==> config.mk <==
export PLATFORM = sky130hd
export DESIGN_NAME = gb_int_ctrl
export DESIGN_NICKNAME = d
export VERILOG_FILES = /design/src/rtl/gb_int_ctrl.sv
export SDC_FILE = /design/constraint.sdc
export NUM_CORES = 1
export LEC_CHECK = 0
export ABC_AREA = 0
export CORE_MARGIN = 4
export CORE_UTILIZATION = 39
export CTS_CLUSTER_DIAMETER = 100
export CTS_CLUSTER_SIZE = 10
export DETAILED_ROUTE_END_ITERATION = 12
export PLACE_DENSITY = 0.75
export SETUP_SLACK_MARGIN = 0.02
export SYNTH_ARGS = -nofsm -noshare
export SYNTH_HDL_FRONTEND = slang
export SYNTH_SLANG_ARGS = --single-unit
==> constraint.sdc <==
create_clock -name clk -period 1.69 [get_ports clk]
set_clock_uncertainty 0.2 [all_clocks]
set_input_delay 0.2535 -clock clk [delete_from_list [all_inputs] [get_ports clk]]
set_output_delay 0.2535 -clock clk [all_outputs]
set_load 0.005 [all_outputs]
==> src/rtl/gb_int_ctrl.sv <==
// -----------------------------------------------------------------------------
// gb_int_ctrl
//
// Game Boy style interrupt controller. It holds the IF/IE registers and the
// interrupt master enable (IME) with the one-instruction EI delay, and it
// implements HALT (including wake-up and the HALT bug). It also sequences the
// 5 M-cycle interrupt dispatch for the CPU scheduler.
//
// Ports
//   clk                : M-cycle clock, all state updates on posedge
//   reset              : asynchronous, active-high system reset
//   irq_i[4:0]         : request pulses (VBlank, STAT, Timer, Serial, Joypad)
//   reg_wr_i           : register write strobe
//   reg_sel_i          : 0 = IF (0xFF0F), 1 = IE (0xFFFF)
//   reg_wdata_i[7:0]   : register write data
//   reg_rdata_o[7:0]   : combinational read of the selected register
//   ei_i/di_i/reti_i/halt_i : single-cycle instruction decoder strobes
//   instr_boundary_i   : CPU is on the last M-cycle of an instruction
//   ime_o              : interrupt master enable
//   halted_o           : controller is in the HALTED state
//   wake_o             : one-cycle pulse when a pending interrupt ends HALT
//   halt_bug_o         : one-cycle pulse when HALT triggers the HALT bug
//   dispatch_o         : dispatch sequence in progress
//   dispatch_mcycle_o  : current dispatch M-cycle (0..4), 0 when idle
//   vector_o[15:0]     : resolved vector during M3/M4, 0x0000 otherwise
// -----------------------------------------------------------------------------
module gb_int_ctrl (
    input  logic        clk,
    input  logic        reset,
    input  logic [4:0]  irq_i,
    input  logic        reg_wr_i,
    input  logic        reg_sel_i,
    input  logic [7:0]  reg_wdata_i,
    output logic [7:0]  reg_rdata_o,
    input  logic        ei_i,
    input  logic        di_i,
    input  logic        reti_i,
    input  logic        halt_i,
    input  logic        instr_boundary_i,
    output logic        ime_o,
    output logic        halted_o,
    output logic        wake_o,
    output logic        halt_bug_o,
    output logic        dispatch_o,
    output logic [2:0]  dispatch_mcycle_o,
    output logic [15:0] vector_o
);

    typedef enum logic [1:0] {
        ST_IDLE     = 2'd0,
        ST_HALTED   = 2'd1,
        ST_DISPATCH = 2'd2
    } state_t;

    state_t      state_r;
    logic [2:0]  cnt_r;
    logic [4:0]  if_r;
    logic [7:0]  ie_r;
    logic        ime_r;
    logic        ime_pending_r;
    logic [15:0] vector_r;
    logic        wake_r;
    logic        halt_bug_r;

    logic [4:0]  pending_s;
    logic        m3_s;
    logic [15:0] vec_s;
    logic [4:0]  clr_mask_s;
    logic [4:0]  if_next_s;
    logic        dispatch_start_s;
    logic        ime_next_s;
    logic        ime_pending_next_s;

    // Index of the highest-priority (lowest-numbered) set request bit.
    function automatic logic [2:0] lowest_index(input logic [4:0] req);
        logic [2:0] idx;
        casez (req)
            5'b????1: idx = 3'd0;
            5'b???10: idx = 3'd1;
            5'b??100: idx = 3'd2;
            5'b?1000: idx = 3'd3;
            5'b10000: idx = 3'd4;
            default:  idx = 3'd0;
        endcase
        return idx;
    endfunction

    // Vector for the winning request; 0x0000 when nothing is pending.
    function automatic logic [15:0] vector_for(input logic [4:0] req);
        logic [15:0] vec;
        if (req == 5'd0) begin
            vec = 16'h0000;
        end else begin
            vec = 16'h0040 + {10'd0, lowest_index(req), 3'd0};
        end
        return vec;
    endfunction

    assign pending_s = ie_r[4:0] & if_r;
    assign m3_s      = (state_r == ST_DISPATCH) && (cnt_r == 3'd3);
    assign vec_s     = vector_for(pending_s);

    // IF bit to acknowledge at M3; nothing is cleared if IE was rewritten to hide it.
    always_comb begin
        clr_mask_s = 5'd0;
        if (m3_s && (pending_s != 5'd0)) begin
            clr_mask_s = 5'b00001 << lowest_index(pending_s);
        end else begin
            clr_mask_s = 5'd0;
        end
    end

    // Next IF: a CPU write replaces the value; new requests always OR on top.
    always_comb begin
        if_next_s = if_r;
        if (reg_wr_i && !reg_sel_i) begin
            if_next_s = reg_wdata_i[4:0] | irq_i;
        end else begin
            if_next_s = (if_r & ~clr_mask_s) | irq_i;
        end
    end

    // Dispatch begins from an instruction boundary or directly out of HALT.
    always_comb begin
        dispatch_start_s = 1'b0;
        if ((state_r == ST_IDLE) && instr_boundary_i && ime_r && (pending_s != 5'd0)) begin
            dispatch_start_s = 1'b1;
        end else if ((state_r == ST_HALTED) && ime_r && (pending_s != 5'd0)) begin
            dispatch_start_s = 1'b1;
        end else begin
            dispatch_start_s = 1'b0;
        end
    end

    // IME / EI-delay update; DI and dispatch entry override everything else.
    always_comb begin
        ime_next_s         = ime_r;
        ime_pending_next_s = ime_pending_r;
        if (di_i || dispatch_start_s) begin
            ime_next_s         = 1'b0;
            ime_pending_next_s = 1'b0;
        end else begin
            if (reti_i) begin
                ime_next_s = 1'b1;
            end else begin
                ime_next_s = ime_r;
            end
            if (state_r != ST_DISPATCH) begin
                // The registered IME is what the dispatch check sees this cycle,
                // so the instruction after EI still runs before any interrupt.
                if (instr_boundary_i && ime_pending_r) begin
                    ime_next_s         = 1'b1;
                    ime_pending_next_s = 1'b0;
                end else begin
                    ime_pending_next_s = ime_pending_r;
                end
                if (ei_i) begin
                    ime_pending_next_s = 1'b1;
                end else begin
                    ime_pending_next_s = ime_pending_next_s;
                end
            end else begin
                ime_pending_next_s = ime_pending_r;
            end
        end
    end

    // IF / IE register storage.
    always_ff @(posedge clk or posedge reset) begin
        if (reset) begin
            if_r <= 5'd0;
            ie_r <= 8'd0;
        end else begin
            if_r <= if_next_s;
            if (reg_wr_i && reg_sel_i) begin
                ie_r <= reg_wdata_i;
            end
        end
    end

    // Control FSM: IDLE / HALTED / DISPATCH with IME and registered pulses.
    always_ff @(posedge clk or posedge reset) begin
        if (reset) begin
            state_r       <= ST_IDLE;
            cnt_r         <= 3'd0;
            ime_r         <= 1'b0;
            ime_pending_r <= 1'b0;
            vector_r      <= 16'h0000;
            wake_r        <= 1'b0;
            halt_bug_r    <= 1'b0;
        end else begin
            ime_r         <= ime_next_s;
            ime_pending_r <= ime_pending_next_s;
            wake_r        <= 1'b0;
            halt_bug_r    <= 1'b0;
            case (state_r)
                ST_IDLE: begin
                    cnt_r <= 3'd0;
                    if (dispatch_start_s) begin
                        state_r <= ST_DISPATCH;
                    end else if (halt_i) begin
                        // HALT with IME off and an interrupt already pending
                        // does not halt; the CPU re-reads the next byte instead.
                        if (!ime_r && (pending_s != 5'd0)) begin
                            halt_bug_r <= 1'b1;
                        end else begin
                            state_r <= ST_HALTED;
                        end
                    end
                end
                ST_HALTED: begin
                    cnt_r <= 3'd0;
                    if (pending_s != 5'd0) begin
                        wake_r <= 1'b1;
                        if (ime_r) begin
                            state_r <= ST_DISPATCH;
                        end else begin
                            state_r <= ST_IDLE;
                        end
                    end
                end
                ST_DISPATCH: begin
                    if (cnt_r == 3'd4) begin
                        state_r  <= ST_IDLE;
                        cnt_r    <= 3'd0;
                        vector_r <= 16'h0000;
                    end else begin
                        cnt_r <= cnt_r + 3'd1;
                        if (cnt_r == 3'd3) begin
                            vector_r <= vec_s;
                        end
                    end
                end
                default: begin
                    state_r <= ST_IDLE;
                    cnt_r   <= 3'd0;
                end
            endcase
        end
    end

    // Output decode; vector is resolved live at M3 and held from the register at M4.
    always_comb begin
        reg_rdata_o       = reg_sel_i ? ie_r : {3'b111, if_r};
        ime_o             = ime_r;
        halted_o          = (state_r == ST_HALTED);
        wake_o            = wake_r;
        halt_bug_o        = halt_bug_r;
        dispatch_o        = (state_r == ST_DISPATCH);
        dispatch_mcycle_o = (state_r == ST_DISPATCH) ? cnt_r : 3'd0;
        if (m3_s) begin
            vector_o = vec_s;
        end else if ((state_r == ST_DISPATCH) && (cnt_r == 3'd4)) begin
            vector_o = vector_r;
        end else begin
            vector_o = 16'h0000;
        end
    end

endmodule

# After elaboration in Yosys (flattened, before gate mapping)
# Cells that the tools add are included.
# W data, S select, Z words.
totals:
  register_bits: 38
  output_inout_bits: 32
classes:
  add_sub_neg: 2
  n_eq_ne: 13
  shifts: 1
  mux: 37
  bitwise: 5
  reduce_logical: 24
op_table:
  columns: ["operator", "n"]
  rows:
  - ["$mux W16", 4]
  - ["$mux W1", 16]
  - ["$mux W8", 2]
  - ["$mux W3", 5]
  - ["$logic_and A1 B1 Y1", 12]
  - ["$mux W2", 6]
  - ["$pmux W3 S4", 1]
  - ["$and A5 B5 Y5", 2]
  - ["$mux W5", 2]
  - ["$or A5 B5 Y5", 2]
  - ["$add A7 B6 Y8 const A", 1]
  - ["$eq A3 B3 Y1 const B", 2]
  - ["$ne A3 B3 Y1 const B", 2]
  - ["$pmux W2 S3", 1]
  - ["$eq A5 B5 Y1 const B", 1]
  - ["$logic_not A5 Y1", 1]
  - ["$not A5 Y5", 1]
  - ["$reduce_bool A5 Y1", 1]
  - ["$shl A1 B3 Y5 const A", 1]
  - ["$eq A2 B2 Y1 const B", 2]
  - ["$eq A4 B4 Y1 const B", 1]
  - ["$ne A2 B1 Y1 const B", 2]
  - ["$reduce_and A2 Y1", 2]
  - ["$reduce_and A4 Y1", 1]
  - ["9 further kinds", 11]

# Logic depth before layout (Yosys ltp)
# Gate-level depths: netlist of the first run.
depth:
  depth_word: 10
  ltp_mapped: 7
  depth_no_buf: 6

# Worst setup path before layout of the first run
# Ideal clock, no wire load.
synth_path:
  kind: "reg-to-output"
  start: "register cnt_r[0]"
  end: "output vector_o[5]"
  arrival_time_ns: 1.448
  t_required_ns: 1.236
  setup_slack_ns: -0.211
  stages_incl_launch_ff: 7
  cell_sequence: "dfrtp_1 > ha_1 > ha_1 > and3b_1 > buf_6 > and4b_4 > a21o_1"
synth_via:
  elab_chain_cells: 4
  word_cells_on_any_way: 6
synth_lines:
  columns: ["element", "line_no", "source"]
  rows:
  - ["from (decl)", "56", "logic [2:0] cnt_r;"]
  - ["from (signal assigned)", "228", "cnt_r <= cnt_r + 3'd1;"]
  - ["$eq A3 B3 Y1", "253", "end else if ((state_r == ST_DISPATCH) && (cnt_r == 3'd4)) begin"]
  - ["$logic_and A1 B1 Y1", "253", null]
  - ["$mux W16", "253", null]
  - ["$mux W16 (*)", "251", "if (m3_s) begin"]
  - ["to (decl)", "46", "output logic [15:0] vector_o"]
# Mark *: on every way between the ends. The rest lies on a longest branch, timed or not.

# Worst setup path after layout of the first run
# Ends and elaborated chain as after synthesis.

==> summary.txt, run 1 <==
status: complete, but fails checks
failing checks: setup timing
final WL: 4170 um
Synth top cells by count: 26 x dfrtp_1, 18 x nand2_1, 13 x mux2_2
Critical R2R Capture: vector_r[5]$_DFFE_PP0P_
net load switching power: 858 uW
met3 Usage GRT: 2.79%
CTS root buf: clkbuf_4
Worst Hold Class: input pin to async pin
RSZ-0062 raised after global routing: true
Startpoint Class: register
Synth Cell Area: 1420 um^2
later-pin clock latency in the skew report: 0.34 ns
P per Cell Area: 1050 nW/um^2
Core Region: 3420 um^2
Critical Path RT: 1.24 ns
worst slack at placement: -0.643 ns
post-detail-place hpwl: 2780 um
Worst EP arrival: 1.95 ns
Final WS setup: -0.714 ns
Die Y: 68.2 um
Logic pwr share: 50.0%
final worst-path cycle share: 142%
Leak: 0.00122 uW
Post-Syn Area per Cell: 10.2 um^2
global placer's final weighted congestion: 0.812
Storage cell area: 652 um^2
drt first pass iters: 4
top post-synthesis cells by area: dfrtp_1 46%, mux2_2 10%, buf_4 6.4%
Die Wd: 68.2 um
CTS Sinks: 26
Clk pwr share: 17.0%
Worst R2R Path Depth: 7
vias in the first global route: 1346
Std-Cell Rows: 21
Max VDD drop: 0.000751 V
area growth from synthesis to layout: 74.5%
top-count cell post-synth: dfrtp_1
final instance area: 2470 um^2
RR Startpoint: cnt_r[0]$_DFF_PP0_
drt drc: 0
share of layout cells above drive strength 1: 50.9%
Starting Density: 41.4%
Final Hold Fails: 0
top cell type by total area after synthesis: dfrtp_1
FILL cells: 251
I/O pin cnt: 54
cell area after placement: 2050 um^2
FMAX: 416 MHz
post-synthesis cell type count: 32
crit path max fanout: 3
Int Pwr: 1740 uW
Syn Inst Count: 139
met1 Use GR: 21.0%
Initial DRC Count: 52
max-slew violations: 0
setup_tns: -4.70 ns
Vias: 1402
flop-to-flop setup slack: -0.28 ns
clock-pin slew on the worst setup and hold paths: 0.14 ns
grt ovf: 0
Num CTS Buffers: 3
# diodes: 0
H-tree depth: 1
Post-synth EDFFs: 0
ys async rst share: 100%
MaxCap Viol Count: 0
wire per inst: 14.9 um
area of the multi-input gates: 842 um^2
initial antenna violation count: 0
Synth top area share: 46.0%
Total GRT Usage: 18.2%
crit end category: output port
pin count of the biggest net entering global routing: 27
Vias/cell: 5.01
GR Util met2: 33.9%
YS warnings: 0
DIE AREA: 4660 um^2
number of synthesized register bits: 26
CTS max path bufs: 2
Final ANT Viol Nets: 0
min Tclk post-route: 2.40 ns
Seq/Total Area, Yosys: 46.0%
main flop type after synthesis: dfrtp_1
GRT busiest layer: met2
global-route wire length before repair: 6330 um
nets@finish: 260
Port Buffers: 41
CTS tree: done
Reg power frac: 33.0%
crit path kind: register to output port
sw frac: 33.1%
Final Setup Violations: 22
==> stage by stage <==
stage	std cells	util [%]	hold WS [ns]	total power, uW
floorplan	150	-	0.0935	1260
global placement	251	59.9	0.274	1670
detailed placement	251	59.9	0.285	1710
CTS	273	66.9	0.0712	2350
global route	280	72.3	0.0802	2730
finish	280	72.3	0.0501	2600
==> power by group through the flow <==
stage          Clock, uW  Sequential (uW)  Combinational (uW)
6_report             442              856                1300
5_1_grt              465              872                1400
4_1_cts              439              847                1060
3_5_place_dp           0              850                 860
3_3_place_gp           0              840                 832
2_1_floorplan          0              841                 418
==> placed cells by master, fill, tap and decap left out, types with 2 or more instances in the layout <==
cell,n
buf_4,39
dfrtp_1,25
clkdlybuf4s50_1,20
buf_6,20
conb_1,12
nand2_1,11
mux2_2,8
buf_2,8
nand2_2,6
a21oi_1,6
nor2_1,5
nand2b_1,5
mux2_4,5
nand3_1,4
dlygate4sd2_1,4
inv_1,3
nand3_2,3
a22o_1,3
ha_4,3
clkbuf_4,3
and3b_2,2
a21o_1,2
o21ai_2,2
nor2_4,2
o21ai_1,2
and2_1,2
nor3_2,2
a32o_1,2
dlymetal6s2s_1,2
==> cell type report <==
| class | count | share of cell area [%] |
|---|---|---|
| Inverter | 5 | 0.861 |
| Timing Repair Buffer | 95 | 34.2 |
| Clock inverter | 1 | 1.22 |
| Clock buffer | 3 | 0.912 |
| Tap cell | 46 | 2.33 |
| Multi-Input combinational cell | 104 | 34.1 |
| Sequential cell | 26 | 26.4 |
==> worst max-delay path, stage by stage (launching register included) <==
cell and delay (ns):
dfrtp_1 0.45, ha_4 0.19, ha_4 0.16, and3b_2 0.23, buf_6 0.12, and4b_4 0.19, a21o_1 0.16, buf_2 0.12
==> routing by layer <==
metal / share of wire, % / vias up / wire [um]
li1: - / 647 / -
met2: 54 / 58 / 2250
met4: 1.8 / 0 / 74
met1: 38 / 686 / 1590
met3: 6.0 / 11 / 252
met5: 0 / - / 0
==> worst max path at each step <==
stage,start,end,slack [ns],cells past startpoint
6_report,cnt_r[0]$_DFF_PP0_,vector_o[5],-0.71,7
5_1_grt,cnt_r[0]$_DFF_PP0_,vector_o[5],-0.78,7
4_1_cts,cnt_r[0]$_DFF_PP0_,vector_o[6],-0.67,9
3_5_place_dp,cnt_r[0]$_DFF_PP0_,vector_o[3],-0.64,7
3_3_place_gp,cnt_r[1]$_DFF_PP0_,vector_o[4],-0.53,6
2_1_floorplan,cnt_r[0]$_DFF_PP0_,vector_o[5],-0.12,6
==> timing repair <==
item,4_1_cts,5_1_grt
pin swaps,13,9
gates resized for setup,97,36
setup buffers,19,10
hold buffers,0,0
endpoints found under the setup margin,29,30
==> cell families after synthesis <==
| kind of cell | Yosys count | share of synthesized area (%) |
|---|---|---|
| other cells | 1 | 0.265 |
| buf+inv | 20 | 9.20 |
| simple gates | 52 | 18.8 |
| compound gates | 24 | 12.7 |
| fa+ha+maj | 3 | 2.65 |
| flops | 26 | 46.0 |
| mux | 13 | 10.3 |
==> registers in the layout, indices dropped and copies added (netlist names) <==
name,flops
wake_o,1
ie_r,8
if_r,5
ime_o,1
halt_bug_o,1
ime_pending_r,1
cnt_r,3
vector_r,4
state_r,2
Note: power is estimated with default switching activity, not from simulation.
==> inputs of run 2 (changes only) <==
--- a/config.mk
+++ b/config.mk
@@ -6,6 +6,7 @@
 export NUM_CORES = 1
 export LEC_CHECK = 0
 export ABC_AREA = 0
+export CAP_MARGIN = 40
 export CORE_MARGIN = 4
 export CORE_UTILIZATION = 39
 export CTS_CLUSTER_DIAMETER = 100
==> results of run 2 <==
The final DEF is identical to that of run 1; final timing and power are the same.
